$ cat src/rtl/pipe_pkg.sv
// rtl/pipe_pkg.sv - shared pipeline hazard types and constants
package pipe_pkg;

    typedef enum logic {
        ST_RUN = 1'b0,
        ST_MUL = 1'b1
    } state_t;

    localparam int REG_W = 5;
    localparam logic [REG_W-1:0] ZERO_REG = '0;

endpackage

$ cat src/rtl/hazard_detect.sv
// rtl/hazard_detect.sv - combinational load-use dependency match
import pipe_pkg::*;

module hazard_detect (
    input  logic [REG_W-1:0] i_id_rs1,
    input  logic [REG_W-1:0] i_id_rs2,
    input  logic             i_id_use_rs1,
    input  logic             i_id_use_rs2,
    input  logic [REG_W-1:0] i_ex_rd,
    input  logic             i_ex_reg_write,
    input  logic             i_ex_is_load,
    output logic             o_load_use
);

    logic w_rs1_hit;
    logic w_rs2_hit;

    assign w_rs1_hit  = i_id_use_rs1 && (i_id_rs1 == i_ex_rd);
    assign w_rs2_hit  = i_id_use_rs2 && (i_id_rs2 == i_ex_rd);
    // x0 is hardwired to zero, so a load targeting it never creates a dependency
    assign o_load_use = i_ex_is_load && i_ex_reg_write && (i_ex_rd != ZERO_REG)
                        && (w_rs1_hit || w_rs2_hit);

endmodule

$ cat src/rtl/hazard_ctrl.sv
// rtl/hazard_ctrl.sv - freeze/flush controller for the 5-stage pipeline
import pipe_pkg::*;

module hazard_ctrl #(
    parameter int MUL_LAT  = 4,
    parameter int STALL_CW = 16
) (
    input  logic                i_clk,
    input  logic                i_rst,
    input  logic [REG_W-1:0]    i_id_rs1,
    input  logic [REG_W-1:0]    i_id_rs2,
    input  logic                i_id_use_rs1,
    input  logic                i_id_use_rs2,
    input  logic                i_id_is_mul,
    input  logic [REG_W-1:0]    i_ex_rd,
    input  logic                i_ex_reg_write,
    input  logic                i_ex_is_load,
    input  logic                i_ex_branch_taken,
    input  logic                i_mem_req,
    input  logic                i_mem_ready,
    output logic                o_pc_freeze,
    output logic                o_if2id_freeze,
    output logic                o_id2ex_freeze,
    output logic                o_ex2mem_freeze,
    output logic                o_if2id_flush,
    output logic                o_id2ex_flush,
    output logic                o_ex2mem_flush,
    output logic                o_mem2wb_flush,
    output logic                o_busy_mul,
    output logic [STALL_CW-1:0] o_stall_cycles
);

    localparam int CNT_W = $clog2(MUL_LAT) + 1;
    localparam logic MUL_EN = (MUL_LAT > 1);
    localparam logic [CNT_W-1:0] CNT_LOAD = CNT_W'(MUL_LAT - 1);
    localparam logic [CNT_W-1:0] CNT_ONE  = CNT_W'(1);

    state_t              r_state;
    state_t              w_state_nxt;
    logic [CNT_W-1:0]    r_mul_cnt;
    logic [CNT_W-1:0]    w_cnt_nxt;
    logic [STALL_CW-1:0] r_stall;
    logic                w_load_use;
    logic                w_mem_wait;

    hazard_detect u_detect (
        .i_id_rs1       (i_id_rs1),
        .i_id_rs2       (i_id_rs2),
        .i_id_use_rs1   (i_id_use_rs1),
        .i_id_use_rs2   (i_id_use_rs2),
        .i_ex_rd        (i_ex_rd),
        .i_ex_reg_write (i_ex_reg_write),
        .i_ex_is_load   (i_ex_is_load),
        .o_load_use     (w_load_use)
    );

    assign w_mem_wait     = i_mem_req && !i_mem_ready;
    assign o_busy_mul     = (r_state == ST_MUL);
    assign o_stall_cycles = r_stall;

    always_comb begin
        w_state_nxt     = r_state;
        w_cnt_nxt       = r_mul_cnt;
        o_pc_freeze     = 1'b0;
        o_if2id_freeze  = 1'b0;
        o_id2ex_freeze  = 1'b0;
        o_ex2mem_freeze = 1'b0;
        o_if2id_flush   = 1'b0;
        o_id2ex_flush   = 1'b0;
        o_ex2mem_flush  = 1'b0;
        o_mem2wb_flush  = 1'b0;
        if (w_mem_wait) begin
            o_pc_freeze     = 1'b1;
            o_if2id_freeze  = 1'b1;
            o_id2ex_freeze  = 1'b1;
            o_ex2mem_freeze = 1'b1;
            o_mem2wb_flush  = 1'b1;
        end else if (r_state == ST_MUL) begin
            o_pc_freeze    = 1'b1;
            o_if2id_freeze = 1'b1;
            o_id2ex_freeze = 1'b1;
            o_ex2mem_flush = 1'b1;
            w_cnt_nxt      = r_mul_cnt - CNT_ONE;
            if (r_mul_cnt == CNT_ONE) begin
                w_state_nxt = ST_RUN;
            end
        end else if (i_ex_branch_taken) begin
            o_if2id_flush = 1'b1;
            o_id2ex_flush = 1'b1;
        end else if (w_load_use) begin
            o_pc_freeze    = 1'b1;
            o_if2id_freeze = 1'b1;
            o_id2ex_flush  = 1'b1;
        end else if (i_id_is_mul && MUL_EN) begin
            w_state_nxt = ST_MUL;
            w_cnt_nxt   = CNT_LOAD;
        end
        // reset masks every hazard response so the pipeline registers load cleanly
        if (!i_rst) begin
            o_pc_freeze     = 1'b0;
            o_if2id_freeze  = 1'b0;
            o_id2ex_freeze  = 1'b0;
            o_ex2mem_freeze = 1'b0;
            o_if2id_flush   = 1'b0;
            o_id2ex_flush   = 1'b0;
            o_ex2mem_flush  = 1'b0;
            o_mem2wb_flush  = 1'b0;
        end
    end

    always_ff @(posedge i_clk) begin
        if (!i_rst) begin
            r_state   <= ST_RUN;
            r_mul_cnt <= '0;
            r_stall   <= '0;
        end else begin
            r_state   <= w_state_nxt;
            r_mul_cnt <= w_cnt_nxt;
            if (o_pc_freeze && (r_stall != '1)) begin
                r_stall <= r_stall + 1'b1;
            end
        end
    end

endmodule

$ cat config.mk
export PLATFORM = sky130hd
export DESIGN_NAME = hazard_ctrl
export DESIGN_NICKNAME = d
export VERILOG_FILES = /design/src/rtl/pipe_pkg.sv /design/src/rtl/hazard_detect.sv /design/src/rtl/hazard_ctrl.sv
export SDC_FILE = /design/constraint.sdc
export NUM_CORES = 1
export LEC_CHECK = 0
export CORE_MARGIN = 2
export CORE_UTILIZATION = 30
export DETAILED_ROUTE_END_ITERATION = 8
export GPL_TIMING_DRIVEN = 1
export HOLD_SLACK_MARGIN = 0.08
export PLACE_DENSITY_LB_ADDON = 0.08
export SYNTH_ARGS = -nofsm -noshare
export SYNTH_HDL_FRONTEND = slang
export SYNTH_HIERARCHICAL = 1
export SYNTH_SLANG_ARGS = --single-unit
$ cat constraint.sdc
create_clock -name i_clk -period 4 [get_ports i_clk]
set_clock_uncertainty 0.2 [all_clocks]
set_input_delay 0.8 -clock i_clk [delete_from_list [all_inputs] [get_ports i_clk]]
set_output_delay 0.8 -clock i_clk [all_outputs]
set_load 0.02 [all_outputs]
=== Word-level counts from Yosys, hierarchy flattened ===
Cells that the tools add are included.

* $add $sub $neg: 2
* Equal/unequal tests: 6
* Muxes and demuxes: 29
* Bitwise gates (word level): 1
* Reduce and logical (&&, ||, !) cells: 12

{| class="wikitable"
|+ Operator list
! cell !! number
|-
| $mux W1 || 25
|-
| $add A16 B1 Y16 const B || 1
|-
| $ne A16 B16 Y1 const B || 1
|-
| $mux W3 || 4
|-
| $eq A5 B5 Y1 || 2
|-
| $logic_and A1 B1 Y1 || 7
|-
| $reduce_bool A5 Y1 || 1
|-
| $reduce_and A4 Y1 || 1
|-
| $eq A3 B1 Y1 const B || 1
|-
| $sub A3 B1 Y3 const B || 1
|-
| $ne A2 B1 Y1 const B || 1
|-
| $ne A2 B2 Y1 const B || 1
|-
| $reduce_bool A2 Y1 || 1
|-
| $logic_not A1 Y1 || 1
|-
| $logic_or A1 B1 Y1 || 1
|-
| $not A1 Y1 || 1
|}

* Register bits: 20
* Input bits: 25
* Output and inout bits: 25
* Logic and storage cells: 53

=== Logic depth before layout (Yosys ltp) ===
* Word-level depth: 10
* Mapped depth: 10
* Gate-level depth less buffers: 9

=== Cells and area by module ===
The synthesis kept the hierarchy.

{| class="wikitable"
|+ Modules (own cells, without submodules)
! module !! instances !! cells an instance !! area each (µm²) !! seq. area each (µm²)
|-
| hazard_ctrl || 1 || 136 || 1176.1 || 400.4
|-
| hazard_detect || 1 || 17 || 135.1 || 0.0
|}

=== Least setup slack after synthesis ===
Ideal clock, no wire load.

* Path kind: input to output
* From: input i_ex_rd[3]
* To: output o_pc_freeze
* Arrival time: 2.420 ns
* Data required time: 3.000 ns
* Path slack: 0.580 ns
* Stages on the path: 8
* Path buffers: 2
* Path through: or4_1 -> o211ai_2 -> a21oi_1 -> nor2b_1 -> o31ai_1 -> buf_2 -> inv_2 -> buf_4

* Word-level cells in the longest chain between the ends: 9
* Elaborated cells between the ends (all ways): 13
* Those cells by class: eq/ne: 2; mux: 5; reduce/logical: 6

{| class="wikitable"
|+ Ends and longest elaborated chain
! element !! RTL line !! RTL
|-
| from (decl) || hazard_ctrl.sv:15 || <nowiki>input logic [REG_W-1:0] i_ex_rd,</nowiki>
|-
| $eq A5 B5 Y1, on equally long branches || hazard_detect.sv:18, hazard_detect.sv:19 ||
|-
| $logic_and A1 B1 Y1, on equally long branches || hazard_detect.sv:18, hazard_detect.sv:19 ||
|-
| $logic_or A1 B1 Y1 || hazard_detect.sv:22 || <nowiki>&& (w_rs1_hit || w_rs2_hit);</nowiki>
|-
| $logic_and A1 B1 Y1 (*) || hazard_detect.sv:22 ||
|-
| named net w_load_use || hazard_ctrl.sv:43 || <nowiki>logic w_load_use;</nowiki>
|-
| $mux W1 (*) (5 in series) || - ||
|-
| to (decl) || hazard_ctrl.sv:21 || <nowiki>output logic o_pc_freeze,</nowiki>
|}

The timed path passes the listed nets; every way through them passes the cells marked *.

=== Worst setup path after layout ===
* From: input i_ex_rd[3]
* To: output o_pc_freeze

* Word-level cells in the longest chain between the ends: 9
* Elaborated cells between the ends (all ways): 13
* Those cells by class: eq/ne: 2; mux: 5; reduce/logical: 6

{| class="wikitable"
|+ Ends and longest elaborated chain
! element !! RTL line !! RTL
|-
| $eq A5 B5 Y1, on equally long branches || hazard_detect.sv:18, hazard_detect.sv:19 ||
|-
| $logic_and A1 B1 Y1, on equally long branches || hazard_detect.sv:18, hazard_detect.sv:19 ||
|-
| $logic_or A1 B1 Y1 || hazard_detect.sv:22 ||
|-
| $logic_and A1 B1 Y1 (*) || hazard_detect.sv:22 ||
|-
| named net w_load_use || hazard_ctrl.sv:43 ||
|-
| $mux W1 (*) || hazard_ctrl.sv:90 || <nowiki>end else if (w_load_use) begin</nowiki>
|-
| $mux W1 (*) || hazard_ctrl.sv:87 || <nowiki>end else if (i_ex_branch_taken) begin</nowiki>
|-
| $mux W1 (*) || hazard_ctrl.sv:78 || <nowiki>end else if (r_state == ST_MUL) begin</nowiki>
|-
| $mux W1 (*) || hazard_ctrl.sv:72 || <nowiki>if (w_mem_wait) begin</nowiki>
|-
| $mux W1 (*) || hazard_ctrl.sv:99 || <nowiki>if (!i_rst) begin</nowiki>
|}

Marked as above.

==> run_results.csv <==
group,metric,value,unit
run_status,status,"finished, final reports clean",
floorplan,start_util,30.5,%
drt,first_iter_violations,60,
worst_setup_path,cp_max_fo,3,
power_and_ir_drop,power_density,238,mW/mm^2
cts,post_cts_resized,4,
min_path,hp-class,"flop to flop",
layout,drive_gt1_share,9.45,%
cts,insertion_delay,0.26,ns
drt,via_per_inst,5.11,
cts,htree_num_levels,1,
placement,io_buffers,49,
timing,tns,0,ns
worst_setup_path,path_cells,"clkdlybuf4s50_1 -> or4_1 -> o211ai_2 -> a21oi_2 -> nor2b_1 -> o31ai_2 -> inv_2 -> dlygate4sd2_1",
power_and_ir_drop,ir_worst_vdd,0.196,mV
cts,cts_sinks,20,
cts,cts_buffers,3,
worst_setup_path,worst-path-buf-inv,3,
floorplan,num_rows,24,
floorplan,core-area,0.00429,sq mm
worst_setup_path,cp-start-kind,"input port",
timing,post-route-min-period,3.87,ns
drt,drc_errors,0,
worst_setup_path,rr_worst_depth,5,
grt,grt_antenna_before_repair,0,
cts,cts-root-buf,"clkbuf_8",
worst_setup_path,startpoint,"i_ex_rd[3]",
drt,firstDrtPassIters,4,
worst_setup_path,cp.arrival,2.87,ns
layout,area_growth,45.5,%
worst_setup_path,critical_path.top_delay_family,"buffers and inverters",
floorplan,die-area,0.00492,sq mm
drt,wl_per_cell,13.3,um
worst_setup_path,cp_slowest_cell,"or4_1",
drt,detail-route-antenna-nets,0,
worst_setup_path,required,3.00,ns
worst_setup_path,crit_cells,8,
logic_synthesis,ys_seq_area_share,30.5,%
cts,clkTransAtPathRegs,0.08,ns
grt,grtUsageTotal,14.0,%
cts,postCtsSetupBuffers,0,
drt,vias,1292,
logic_synthesis,syn_area_per_cell,8.57,sq um
worst_setup_path,rr_startpoint,"o_stall_cycles[0]",
cts,hold_buffers,0,
placement,placedInstanceArea,0.00185,sq mm
timing,finalSetupViolCount,0,
grt,grt_first_pass_wirelength,5.69,mm
layout,final_area,0.00191,sq mm
timing,maxSlewHeadroom,42.9,%
cts,cts_buffer_depth,2,
timing,hold_violations,0,
logic_synthesis,synthCells,153,
grt,grt_max_degree,23,
worst_setup_path,end_kind,"primary output",
logic_synthesis,yosysUniqueCellTypes,47,
worst_setup_path,r2r_slack,1.64,ns
layout,regArea,400,sq um
worst_setup_path,critical-path-max-stage-delay,0.59,ns
timing,drv_slew,0,
logic_synthesis,yosys_warnings,6,
cts,cts_tree,"yes",
worst_setup_path,reg2reg_to,"o_stall_cycles[13]",
power_and_ir_drop,leakage,0.669,nW
placement,gp_congestion,0.711,
layout,multiInputGateArea,845,sq um
job,max_cap_violations,0,
floorplan,die_h,70.1,um
layout,mostFrequentLayoutCells,"46 x clkdlybuf4s50_1, 20 x dfxtp_1, 16 x nand2_1, 9 x nor4_1",
layout,layout_commonest_cell,"clkdlybuf4s50_1",
layout,nNetsFinal,230,
placement,hpwl,2.56,mm
drt,finalWirelength,3.37,mm
floorplan,io_pins,50,
layout,n_antenna_cell,0,
timing,period_share,96.7,%
grt,grt_pass1_vias,1246,
timing,worstMarginPinSlew,0.850,ns
floorplan,die_w,70.1,um
worst_setup_path,crit_type,"input port to primary output",
worst_setup_path,endpoint,"o_pc_freeze",
timing,rsz0062_at_grt,"false",
logic_synthesis,ys_ff_latch,20,
timing,fmaxAchievable,259,MHz
layout,fillers,421,
logic_synthesis,syn_nets,181,
grt,grt-ovfl-total,0,
logic_synthesis,synth.cell_area,0.00131,sq mm
## Yosys cell counts, drive strengths merged
master	number	area, sq um
and3	2	12.5
o21bai	1	7.51
o31ai	1	7.51
o41ai	2	17.5
o221a	1	11.3
and2	1	6.26
nor2	5	18.8
o311ai	2	17.5
ha	3	37.5
nand3b	1	7.51
o311a	1	10.0
nor3	2	15.0
nand3	7	35.0
inv	9	33.8
and4b	1	10.0
buf	5	36.3
or4	1	7.51
a21oi	7	35.0
o21a	1	7.51
mux2i	8	80.1
nand4	5	52.6
xor2	8	70.1
xnor2	2	17.5
o211a	1	10.0
nand2b	3	18.8
a211oi	1	7.51
nand2	16	60.1
and4	1	8.76
o211ai	1	12.5
nor2b	3	18.8
dfxtp	20	400
or3	4	25.0
nor3b	3	27.5
clkbuf	3	11.3
o21ai	6	30.0
o2111ai	2	17.5
nor4	13	109
## metal layers
| layer | wire length [um] | vias to the layer above | global-route usage [%] |
|---|---|---|---|
| met5 | 0 | - | 0 |
| met4 | 13 | 0 | 1.92 |
| met3 | 105 | 2 | 3.61 |
| met2 | 1730 | 18 | 25.4 |
| met1 | 1520 | 610 | 17.1 |
| li1 | - | 662 | - |
## state kept, by name (all words and copies together), names as in the netlist
signal / count
o_busy_mul: 1
o_stall_cycles: 16
r_mul_cnt: 3
## worst reg2reg max path, stage by stage (launching register included)
cell,delay (ns)
dfxtp_1,0.41
ha_1,0.19
nand3_1,0.31
nor4_4,0.82
nor4_1,0.16
mux2i_1,0.16
## worst min-delay path by stage
| stage | from | end | cells past startpoint | slack, ns |
|---|---|---|---|---|
| final | r_mul_cnt[1] | r_mul_cnt[1] | 2 | 0.29 |
| after global routing | r_mul_cnt[1] | r_mul_cnt[1] | 2 | 0.31 |
| after CTS | r_mul_cnt[1] | r_mul_cnt[1] | 2 | 0.29 |
| after detailed placement | r_mul_cnt[1] | r_mul_cnt[1] | 2 | 0.28 |
| after global placement | r_mul_cnt[1] | r_mul_cnt[1] | 2 | 0.27 |
| after floorplan | r_mul_cnt[1] | r_mul_cnt[1] | 2 | 0.25 |
## power by group
part	switching [W]	internal (W)
logic	0.0000432	0.0000477
clock network	0.0000675	0.0000876
registers	0.00000486	0.000203
total	0.000116	0.000339
## area by class of cell
| class | instances | share of cell area (%) |
|---|---|---|
| Multi-Input combinational cell | 116 | 44.3 |
| Timing Repair Buffer | 52 | 26.7 |
| Sequential cell | 20 | 21.0 |
| Tap cell | 52 | 3.41 |
| Clock buffer | 4 | 2.89 |
| Inverter | 9 | 1.77 |
## cells by family after synthesis
family | Yosys count | synth area share (%)
muxes | 8 | 6.11
xor gates and xnor gates | 10 | 6.68
DFF | 20 | 30.5
AOI/OAI and AO/OA | 27 | 14.6
buffers and inverters | 17 | 6.20
adders and majority gates | 3 | 2.86
and+or+nand+nor | 68 | 33.0
## stage by stage
stage | hold WS (ns) | utilization (%) | total power [W] | std cells | setup WS (ns)
floorplan | 0.254 | - | 0.000256 | 153 | 0.580
global placement | 0.268 | 43.0 | 0.000302 | 249 | -0.147
detailed placement | 0.282 | 43.0 | 0.000305 | 249 | -0.137
CTS | 0.293 | 44.3 | 0.000461 | 253 | 0.108
global route | 0.312 | 44.4 | 0.000477 | 253 | 0.0294
finish | 0.290 | 44.4 | 0.000454 | 253 | 0.134
No activity file was read; power rests on OpenSTA's default activity.
